`src/rtl/line_burst_ctrl_pkg.sv`:
```
// Shared cache-side constants and the burst sequencer state type.
// Imported by the line/burst controller and anything sizing cachelines.
package line_burst_ctrl_pkg;

  localparam int LINE_W   = 256;
  localparam int BEAT_W   = 64;
  localparam int BEATS    = 4;
  localparam int OFFSET_W = 5;
  localparam int BEAT_CW  = $clog2(BEATS);

  // Clears the byte offset of a line address.
  localparam logic [31:0] LINE_MASK = ~((32'd1 << OFFSET_W) - 32'd1);

  typedef enum logic [1:0] {
    IDLE,
    RD,
    WR,
    DONE
  } burst_state_t;

endpackage

```
`src/rtl/line_burst_ctrl.sv`:
```
// Splits one 256-bit line transaction into four 64-bit memory bursts
// and reassembles read beats back into a line.
// Ports:
//   clk, rst       : clock, async active-high reset
//   line_*         : arbiter side (address, rdata, wdata, read, write, resp)
//   burst_*        : memory side (address, rdata, wdata, read, write, resp)
module line_burst_ctrl
  import line_burst_ctrl_pkg::*;
(
  input  logic                clk,
  input  logic                rst,
  input  logic [31:0]         line_address,
  output logic [LINE_W-1:0]   line_rdata,
  input  logic [LINE_W-1:0]   line_wdata,
  input  logic                line_read,
  input  logic                line_write,
  output logic                line_resp,
  output logic [31:0]         burst_address,
  input  logic [BEAT_W-1:0]   burst_rdata,
  output logic [BEAT_W-1:0]   burst_wdata,
  output logic                burst_read,
  output logic                burst_write,
  input  logic                burst_resp
);

  burst_state_t r_state;
  burst_state_t w_next;

  logic [BEAT_CW-1:0] r_beat;
  logic [LINE_W-1:0]  r_buf;
  logic [31:0]        r_addr;

  logic w_acc_wr;
  logic w_acc_rd;
  logic w_last;
  logic w_step;

  // Write wins if both requests arrive together.
  assign w_acc_wr = (r_state == IDLE) && line_write;
  assign w_acc_rd = (r_state == IDLE) && line_read && !line_write;
  assign w_last   = (r_beat == BEAT_CW'(BEATS - 1));
  assign w_step   = ((r_state == RD) || (r_state == WR)) && burst_resp;

  always_comb begin
    w_next      = r_state;
    line_resp   = 1'b0;
    burst_read  = 1'b0;
    burst_write = 1'b0;
    unique case (r_state)
      IDLE: begin
        if (w_acc_wr)      w_next = WR;
        else if (w_acc_rd) w_next = RD;
      end
      RD: begin
        burst_read = 1'b1;
        if (burst_resp && w_last) w_next = DONE;
      end
      WR: begin
        burst_write = 1'b1;
        if (burst_resp && w_last) w_next = DONE;
      end
      DONE: begin
        line_resp = 1'b1;
        w_next    = IDLE;
      end
      default: w_next = IDLE;
    endcase
  end

  always_ff @(posedge clk or posedge rst) begin
    if (rst) begin
      r_state <= IDLE;
      r_beat  <= '0;
      r_buf   <= '0;
      r_addr  <= '0;
    end else begin
      r_state <= w_next;
      if (w_acc_wr || w_acc_rd) begin
        r_addr <= line_address & LINE_MASK;
        r_beat <= '0;
      end
      if (w_acc_wr)
        r_buf <= line_wdata;
      // Counter wraps to 0 on the last beat, ready for the next line.
      if (w_step)
        r_beat <= r_beat + 1'b1;
      if (w_step && (r_state == RD))
        r_buf[r_beat*BEAT_W +: BEAT_W] <= burst_rdata;
    end
  end

  assign line_rdata    = r_buf;
  assign burst_address = r_addr;
  assign burst_wdata   = r_buf[r_beat*BEAT_W +: BEAT_W];

endmodule
```
`config.mk`:
```
export PLATFORM = sky130hd
export DESIGN_NAME = line_burst_ctrl
export DESIGN_NICKNAME = d
export VERILOG_FILES = /design/src/rtl/line_burst_ctrl_pkg.sv /design/src/rtl/line_burst_ctrl.sv
export SDC_FILE = /design/constraint.sdc
export NUM_CORES = 1
export LEC_CHECK = 0
export ABC_CLOCK_PERIOD_IN_PS = 29900
export CAP_MARGIN = 20
export CORE_AREA = 2 2 275 277
export CTS_CLUSTER_SIZE = 40
export DETAILED_ROUTE_END_ITERATION = 8
export DIE_AREA = 0 0 277 279
export PLACE_DENSITY_LB_ADDON = 0.3
export SETUP_SLACK_MARGIN = 0.2
export SYNTH_ARGS = -nofsm -noshare
export SYNTH_HDL_FRONTEND = slang
export SYNTH_SLANG_ARGS = --single-unit
```
`constraint.sdc`:
```
create_clock -name clk -period 29.9 [get_ports clk]
set_input_delay 5.98 -clock clk [delete_from_list [all_inputs] [get_ports clk]]
set_output_delay 5.98 -clock clk [all_outputs]
set_load 0.005 [all_outputs]
```
==> results.tsv, run 1 <==
metric	value	unit
slew_viol_final	0	
clock_latency	0.54	ns
cp_slowest_cell	dfrtp_4	
worstSetupPathType	register to output pin	
core	74070	um^2
tns	0	ns
rr_worst_depth	7	
clock-sinks	287	
cts_tree	built	
cts_post_setup_buffers_inserted	0	
syn_area	14650	um^2
fin_crit	9.545	ns
crit_required	23.92	ns
worst_slack	20.36	ns
grt_pass1_vias	13711	
gp_congestion	0.8274	
p_leak	10.27	nW
period_share	0.3192	
drc	0	
globalRouteMet3Util	0.05330	
grt_first_pass_wirelength	97.36	mm
ant_nets	0	
syn2layout_area_growth	62.30	%
grt_max_degree	95	
drive_gt1_frac	0.1043	
cts-root-buf	clkbuf_16	
clock_path_buffers	3	
synth-edff-count	0	
die_y	279	um
hold_depth	1	
ys.flop_type	dfrtp_1	
synth_cell_types	28	
cp_num_buf_inv	2	
grt_remaining_overflow	0	
hpwl	46.16	mm
maxCapViolCount	0	
drtIter0Drc	646	
end_kind	output pin	
synth-async-reset-ratio	1.000	
rsz0062_at_grt	false	
grtUsageTotal	0.1693	
clk_pin_slew_worst_paths	0.06	ns
use_met2	0.2897	
avgRoutedWirePerCell	25.02	um
place_area	22530	um^2
status	complete, no violations	
startpoint	r_beat[0]	
min_path_type	register to register	
hold_viol	0	
fin_skew	0.01270	ns
die-area	77280	um^2
routed_wl	67.54	mm
io_pins	712	
synthCells	1042	
htree_levels	2	
power	2.454	mW
ys_seq_elements	287	
clock.fmax	104.8	MHz
worst_pin_slew	1.186	ns
io_buffer_count	701	
fp.dieW	277	um
yosys-top-cells-area	dfrtp_1 (49%), mux2i_1 (18%), o2bb2ai_1 (15%)	
slowest_delay	0.97	ns
cellPowerDensity	103.2	nW/um^2
antenna_found_initial	8	
grt.met1_usage	0.2004	
num_vias	12516	
post_cts_resized	0	
start_kind	register	
rows	100	
cts-buffers-inserted	38	
nNetsFinal	2066	
top_usage_layer	met2	
cp.arrival	3.56	ns
crit_family	buffers and inverters	
hold_buffers	0	
initial_utilization	0.1978	
yosys_warnings	0	
r2r_slack	25.97	ns
path_cells	buf_4 -> mux4_2 -> clkdlybuf4s50_1	
slew_headroom	0.2095	
cp_num_cells	3	
yosys.area.top_type	dfrtp_1	
yosysSeqAreaShare	0.4901	
syn_area_per_cell	14.06	um^2
hp-start	burst_address[27]	
path_max_fanout	37	
firstDrtPassIters	4	
final_area	23780	um^2
pre_cts_ws	20.29	ns
synth_top_cell_area_share	0.4901	
vias_per_cell	4.637	
r2r_start	r_state[1]	
vdd_drop_max	0.07711	mV
setup_viol	0	
[cell usage after synthesis (all sizes together), types with 2 or more instances]
master	count
and3	4
and4b	2
buf	94
clkbuf	13
dfrtp	287
ha	9
inv	6
mux2	27
mux2i	258
mux4	64
nand2	7
nand3	3
o21ai	3
o2bb2ai	256
[power breakdown]
part / internal [mW] / switching [mW]
Sequential: 0.577 / 0.191
Clock: 0.278 / 0.175
Combinational: 0.764 / 0.469
Total: 1.62 / 0.835
[registers in the layout, summed over array words and instances (netlist names)]
register / flops
r_beat: 2
line_rdata: 256
burst_address: 27
r_state: 2
[worst reg2reg max path, stage by stage (launching register included)]
cell	delay, ns
dfrtp_1	0.39
inv_1	0.10
ha_1	0.29
nand2_4	0.69
buf_4	0.89
buf_4	0.97
mux2i_1	0.36
o2bb2ai_1	0.08
[area by class of cell]
cell class	instances	area, um^2
fillers	7434	50290
inverters	6	30.03
diodes	5	12.51
clock buffers	63	1229
flip-flops and latches	287	7189
repair buffers	721	7167
multi-input cells	646	6928
well taps	969	1212
clock inverters	2	13.76
[logic make-up after synthesis]
kind of cell,Yosys count,share of synthesized area
AO/OA/AOI/OAI,263,0.1560
adder cells (fa/ha/maj),9,0.007685
buffers and inverters,113,0.04099
flip-flops,287,0.4901
multiplexers,349,0.2954
other,1,0.0002559
AND/OR/NAND/NOR,20,0.009563
[placed cells by master, fill, tap and decap left out, types with 2 or more instances in the layout]
master	instances
dfrtp_4	2
o21ai_0	2
clkdlybuf4s50_1	701
and4b_4	2
o2bb2ai_1	256
mux2_2	27
mux2i_1	258
inv_1	5
clkbuf_16	41
dfrtp_1	285
diode_2	5
nand2_1	5
ha_1	9
buf_4	20
clkbuf_1	10
mux4_2	64
clkbuf_8	12
nand3_1	3
conb_1	5
and3_4	4
[metrics by stage]
step	hold WS, ns	utilization	instances
5_1_grt	0.5212	0.3211	2699
4_1_cts	0.5108	0.3209	2694
3_3_place_gp	0.4887	0.3041	2629
2_1_floorplan	0.5042	-	1046
3_5_place_dp	0.4933	0.3041	2629
6_report	0.5070	0.3211	2699
[routing by layer]
layer	up-vias	routed length, um	share of wire
met5	-	23	0.00034
li1	5456	-	-
met3	108	5259	0.078
met1	6416	26620	0.39
met2	532	33590	0.50
met4	4	2040	0.030
[worst paths after layout]
path                                          end
worst max register to register     line_rdata[29]
worst min register to register  burst_address[27]
max in group asynchronous          line_rdata[98]
worst max-delay path              burst_wdata[43]
worst min-delay path            burst_address[27]
min in group asynchronous          line_rdata[69]
Power figures use the tool's default switching activity.
==> run 2, diff against run 1 <==
--- a/config.mk
+++ b/config.mk
@@ -5,7 +5,7 @@
 export SDC_FILE = /design/constraint.sdc
 export NUM_CORES = 1
 export LEC_CHECK = 0
-export ABC_CLOCK_PERIOD_IN_PS = 29900
+export ABC_CLOCK_PERIOD_IN_PS = 9450
 export CAP_MARGIN = 20
 export CORE_AREA = 2 2 275 277
 export CTS_CLUSTER_SIZE = 40
==> constraint.sdc (replaced) <==
create_clock -name clk -period 9.45 [get_ports clk]
set_input_delay 1.89 -clock clk [delete_from_list [all_inputs] [get_ports clk]]
set_output_delay 1.89 -clock clk [all_outputs]
set_load 0.005 [all_outputs]
==> run 2 against run 1 <==
  * Utilization down 0.091 points
  * Count of clock-buffer cells in the layout decreased by 11
  * Clock power grew to 3.1 times the previous value
  * Sequential power rose to 3.1 times the previous value
  * Critical path type unchanged
  * Final area is 0.28% lower
  * First-iteration DRC count decreased by 30%
  * Routed wire length decreased by 2.1%
  * Via count down 1.3%
  * Global-route usage decreased by 0.33 points
  * Largest power group unchanged
  * Non-clock buffer count is 2 lower
  * Clock skew is 0.0060 ns lower
==> results.tsv, run 2 (synthesis gave the netlist of run 1 again) <==
metric	value	unit	change
status	complete, no violations		
num_vias	12348		-1.3%
fin_skew	0.006690	ns	-0.006007 ns
routed_wl	66.10	mm	-2.1%
cts-root-buf	clkbuf_16		
vias_per_cell	4.589		-1.0%
power	7.660	mW	+210%
top_layer	met5		
cts-buffers-inserted	36		-5.3%
gp_congestion	0.8111		-2.0%
largest_register_ffs	256		unchanged
drive_gt1_frac	0.1030		-0.001381
clock-sinks	287		unchanged
grt_remaining_overflow	0		unchanged
core	74070	um^2	unchanged
avgRoutedWirePerCell	24.56	um	-1.8%
initial_utilization	0.1978		unchanged
wl_met1	25.85	mm	-2.9%
dp.cells	2627		-0.076%
cp_slowest_cell	dfrtp_4		
period_share	0.5691		
tns	0	ns	unchanged
wl_met2	33.12	mm	-1.4%
hold_path_end	burst_address[23]		
slowest_delay	1.03	ns	+0.06 ns
crit_required	7.56	ns	-16.36 ns
rr_worst_depth	6		-1
rsz0062_at_grt	false		
rows	100		unchanged
ant_nets	0		unchanged
vdd_drop_max	0.1952	mV	+150%
fin_crit	5.378	ns	
antenna_found_initial	9		+1
firstDrtPassIters	4		unchanged
clk_pin_slew_worst_paths	0.06	ns	about the same
hold_depth	1		unchanged
syn2layout_area_growth	61.84	%	
min_path_type	register to register		
die_y	279	um	unchanged
r2r_slack	5.75	ns	-20.22 ns
htree_levels	2		unchanged
clock_latency	0.54	ns	about the same
io_buffer_count	701		unchanged
post_cts_resized	0		unchanged
clock.fmax	186.0	MHz	
start_kind	register		
hold_buffers	0		unchanged
cp.arrival	3.49	ns	-0.07 ns
die-area	77280	um^2	unchanged
r2r_start	r_beat[0]		
final_cell_mix	clkdlybuf4s50_1 (701), dfrtp_1 (285), mux2i_1 (258), o2bb2ai_1 (256), mux4_2 (64)		
nNetsFinal	2062		-0.19%
grt_max_degree	143		+51%
fp.dieW	277	um	unchanged
end_kind	output pin		
layout_commonest_cell	clkdlybuf4s50_1		
timing.rr.end	line_rdata[170]		
grtUsageTotal	0.1660		-0.003257
slew_viol_final	0		unchanged
setup_viol	0		unchanged
stdcell_count	2691		-0.30%
cellPowerDensity	323.0	nW/um^2	+210%
route.met3.wl	5.167	mm	-1.7%
hold_viol	0		unchanged
p_leak	10.23	nW	-0.31%
fin_util	0.3202		-0.0009120
worst_pin_slew	1.207	ns	+0.02157 ns
path_max_fanout	40		+8.1%
io_pins	712		unchanged
path_cells	buf_4 -> mux4_2 -> clkdlybuf4s50_1		
slew_headroom	0.1951		-0.01438
grt_pass1_vias	13728		+0.12%
holdWs	0.5058	ns	-0.001140 ns
clock_path_buffers	3		unchanged
hpwl	45.36	mm	-1.7%
drc	0		unchanged
grt_first_pass_wirelength	96.08	mm	-1.3%
hp-start	burst_address[23]		
maxCapViolCount	0		unchanged
cts_post_setup_buffers_inserted	0		unchanged
cts_tree	built		
drtIter0Drc	452		-30%
worstSetupPathType	register to output pin		
## run 2: per-stage QoR
stage / instance area (um^2) / worst slack (ns)
after floorplan: 14670 / 3.755
after global placement: 22550 / 4.387
after detailed placement: 22550 / 4.409
after CTS: 23710 / 3.910
after global routing: 23710 / 3.800
final: 23710 / 4.072
## run 2: how the worst max path moves through the flow
| stage | cells after the start | slack (ns) | startpoint | to |
|---|---|---|---|---|
| 3_5_place_dp | 5 | 4.41 | burst_resp | line_rdata[170] |
| 4_1_cts | 3 | 3.91 | r_beat[0] | burst_wdata[43] |
| 3_3_place_gp | 5 | 4.39 | burst_resp | line_rdata[146] |
| 6_report | 3 | 4.07 | r_beat[0] | burst_wdata[43] |
| 2_1_floorplan | 1 | 3.75 | rst | burst_address[10] |
| 5_1_grt | 3 | 3.80 | r_beat[0] | burst_wdata[43] |
## run 2: power by group
part           total, mW  leakage, nW  switching [mW]  internal (mW)
sequential          2.41         3.54           0.584           1.82
combinational       3.86         6.12            1.44           2.43
clock               1.39        0.578           0.558          0.831
## run 2: worst max-delay path: cells and delay by family (launching register included)
kind                   cells  cell delay (ns)
buffers and inverters      2             1.27
multiplexers               1             0.59
flip-flops                 1             1.03
## run 2: layer usage
layer  global-route usage  vias up
met5                    0        -
met4              0.05449        8
met3              0.05046      100
met2               0.2901      524
met1               0.1935     6295
li1                     -     5421
## run 2: cell type report
class / instances / area [um^2]
Sequential cell: 287 / 7189
Inverter: 6 / 26.28
Clock buffer: 52 / 1062
Fill cell: 7425 / 50360
Antenna cell: 3 / 7.507
Clock inverter: 9 / 98.84
Tap cell: 969 / 1212
Multi-Input combinational cell: 646 / 6928
Timing Repair Buffer: 719 / 7189
==> run 3, diff against run 2 <==
--- a/config.mk
+++ b/config.mk
@@ -5,7 +5,7 @@
 export SDC_FILE = /design/constraint.sdc
 export NUM_CORES = 1
 export LEC_CHECK = 0
-export ABC_CLOCK_PERIOD_IN_PS = 9450
+export ABC_CLOCK_PERIOD_IN_PS = 5420
 export CAP_MARGIN = 20
 export CORE_AREA = 2 2 275 277
 export CTS_CLUSTER_SIZE = 40
==> constraint.sdc (replaced) <==
create_clock -name clk -period 5.42 [get_ports clk]
set_input_delay 1.084 -clock clk [delete_from_list [all_inputs] [get_ports clk]]
set_output_delay 1.084 -clock clk [all_outputs]
set_load 0.005 [all_outputs]
==> run 3 against run 2 <==
  * Final area is 0.74% higher
  * Setup slack worse by 2.7 ns
  * Sequential share of layout area down 0.22 points
  * Register-to-register slack got worse by 3.7 ns
  * Hold slack better by 0.00055 ns
  * Combinational power rose by 75%
  * Global-route usage hardly changed
  * Clock power grew 65%
  * Routed wire length decreased by 0.20%
  * Critical path type unchanged
  * Largest cell class is now non-clock buffers
==> results.tsv, run 3 (synthesis gave the netlist of run 1 again) <==
metric	value	unit	change
slowest_delay	0.92	ns	-0.11 ns
comb_power_share	0.508		+0.004
cellPowerDensity	555.8	nW/um^2	+72%
antenna_found_initial	6		-3
rsz0062_at_grt	false		
largest_register_ffs	256		unchanged
initial_utilization	0.1978		unchanged
io_buffer_count	701		unchanged
tns	0	ns	unchanged
intPower	8.802	mW	+73%
crit_family	flip-flops		
cp_num_buf_inv	2		unchanged
hold_path_end	burst_address[12]		
gp_congestion	0.7987		-1.5%
vias_per_cell	4.611		+0.48%
slew_viol_final	0		unchanged
cp.arrival	2.94	ns	-0.55 ns
period_share	0.7424		
final_cell_mix	clkdlybuf4s50_1 (701), dfrtp_1 (285), mux2i_1 (258), o2bb2ai_1 (256), mux4_2 (64)		
die_y	279	um	unchanged
grt.met1_usage	0.1964		+0.002889
grt_remaining_overflow	0		unchanged
layout_commonest_cell	clkdlybuf4s50_1		
ant_nets	0		unchanged
path_max_fanout	27		-33%
use_met2	0.2885		-0.001611
grtUsageTotal	0.1658		-0.0002017
top_usage_layer	met2		
avgRoutedWirePerCell	24.39	um	-0.72%
clock-sinks	287		unchanged
worst_slack	1.396	ns	-2.676 ns
worst_pin_slew	1.191	ns	-0.01645 ns
die-area	77280	um^2	unchanged
routed_wl	65.96	mm	-0.20%
dp.cells	2642		+0.57%
grt_max_degree	127		-11%
drc	0		unchanged
end_kind	output pin		
cts_post_setup_buffers_inserted	0		unchanged
htree_levels	2		unchanged
hpwl	46.15	mm	+1.7%
power_frac_clock	0.173		-0.008
rr_worst_depth	6		unchanged
holdWs	0.5064	ns	+0.0005470 ns
rows	100		unchanged
r2r_slack	2.01	ns	-3.74 ns
maxCapViolCount	0		unchanged
worstSetupPathType	register to output pin		
firstDrtPassIters	4		unchanged
globalRouteMet3Util	0.04401		-0.006443
hold_viol	0		unchanged
cp_slowest_cell	dfrtp_4		
num_vias	12472		+1.0%
drtIter0Drc	473		+4.6%
start_kind	register		
post_cts_resized	0		unchanged
vdd_drop_max	0.3655	mV	+87%
io_pins	712		unchanged
r2r_start	r_beat[0]		
hold_buffers	0		unchanged
drive_gt1_frac	0.1078		+0.004876
syn2layout_area_growth	63.04	%	
grt_first_pass_wirelength	96.21	mm	+0.14%
p_sw	4.476	mW	+74%
fin_util	0.3225		+0.002365
stdcell_count	2705		+0.52%
fin_skew	0.01127	ns	+0.004581 ns
clock_path_buffers	3		unchanged
clock_latency	0.53	ns	about the same
timing.rr.end	line_rdata[236]		
pre_cts_ws	1.728	ns	-2.681 ns
core	74070	um^2	unchanged
share_seq_of_total_power	0.319		+0.005
fin_crit	4.024	ns	
p_leak	10.30	nW	+0.67%
setup_viol	0		unchanged
cts-buffers-inserted	36		unchanged
crit_required	4.34	ns	-3.22 ns
clk_pin_slew_worst_paths	0.06	ns	about the same
grt_pass1_vias	13861		+0.97%
status	complete, no violations		
min_path_type	register to register		
path_cells	buf_4 -> mux4_2 -> clkdlybuf4s50_1		
nNetsFinal	2078		+0.78%
fp.dieW	277	um	unchanged
cts_tree	built		
cts-root-buf	clkbuf_16		
hp-start	burst_address[12]		
hold_depth	1		unchanged
slew_headroom	0.2061		+0.01097
swShare	0.3371		+0.0005112
clock.fmax	248.5	MHz	
-- run 3: cell count changes in the layout (fill, tap and decap cells not counted) --
cell	before	now
clkinvlp_4	1	2
buf_4	15	22
clkinv_4	1	0
diode_2	3	2
buf_16	0	1
buf_12	3	11
bufinv_16	2	0
clkinv_2	6	2
clkbuf_1	7	12
-- run 3: area by class of cell --
type,count,area [um^2]
Timing Repair Buffer,735,7430
Clock inverter,3,17.52
Fill cell,7453,50180
Clock buffer,57,1081
Inverter,6,26.28
Tap cell,969,1212
Antenna cell,2,5.005
Sequential cell,287,7189
Multi-Input combinational cell,646,6928
-- run 3: worst max-delay path by stage --
stage / start / to / slack (ns) / cells after the start
final: r_beat[0] / burst_wdata[61] / 1.40 / 3
after global routing: r_beat[0] / burst_wdata[61] / 1.18 / 3
after CTS: r_beat[0] / burst_wdata[61] / 1.24 / 3
after detailed placement: burst_resp / line_rdata[236] / 1.73 / 5
after global placement: burst_resp / line_rdata[236] / 1.79 / 5
after floorplan: rst / burst_address[10] / 0.53 / 1
-- run 3: through the flow --
stage / power, mW / cell area (um^2)
2_1_floorplan: 6.847 / 14670
3_3_place_gp: 10.98 / 22760
3_5_place_dp: 11.09 / 22760
4_1_cts: 13.49 / 23860
5_1_grt: 14.09 / 23890
6_report: 13.28 / 23890
-- run 3: power by group through the flow --
stage / registers (mW) / clock network [mW] / logic [mW]
after floorplan: 3.93 / 0 / 2.92
after CTS: 4.25 / 2.39 / 6.84
after global placement: 4.23 / 0 / 6.75
after global routing: 4.38 / 2.48 / 7.23
after detailed placement: 4.26 / 0 / 6.83
final: 4.23 / 2.30 / 6.75
-- run 3: layer usage --
| layer | part of all wire | routed length, um | vias up |
|---|---|---|---|
| li1 | - | - | 5457 |
| met1 | 0.40 | 26260 | 6395 |
| met2 | 0.50 | 33160 | 523 |
| met3 | 0.067 | 4410 | 95 |
| met4 | 0.032 | 2112 | 2 |
| met5 | 0.00026 | 17 | - |
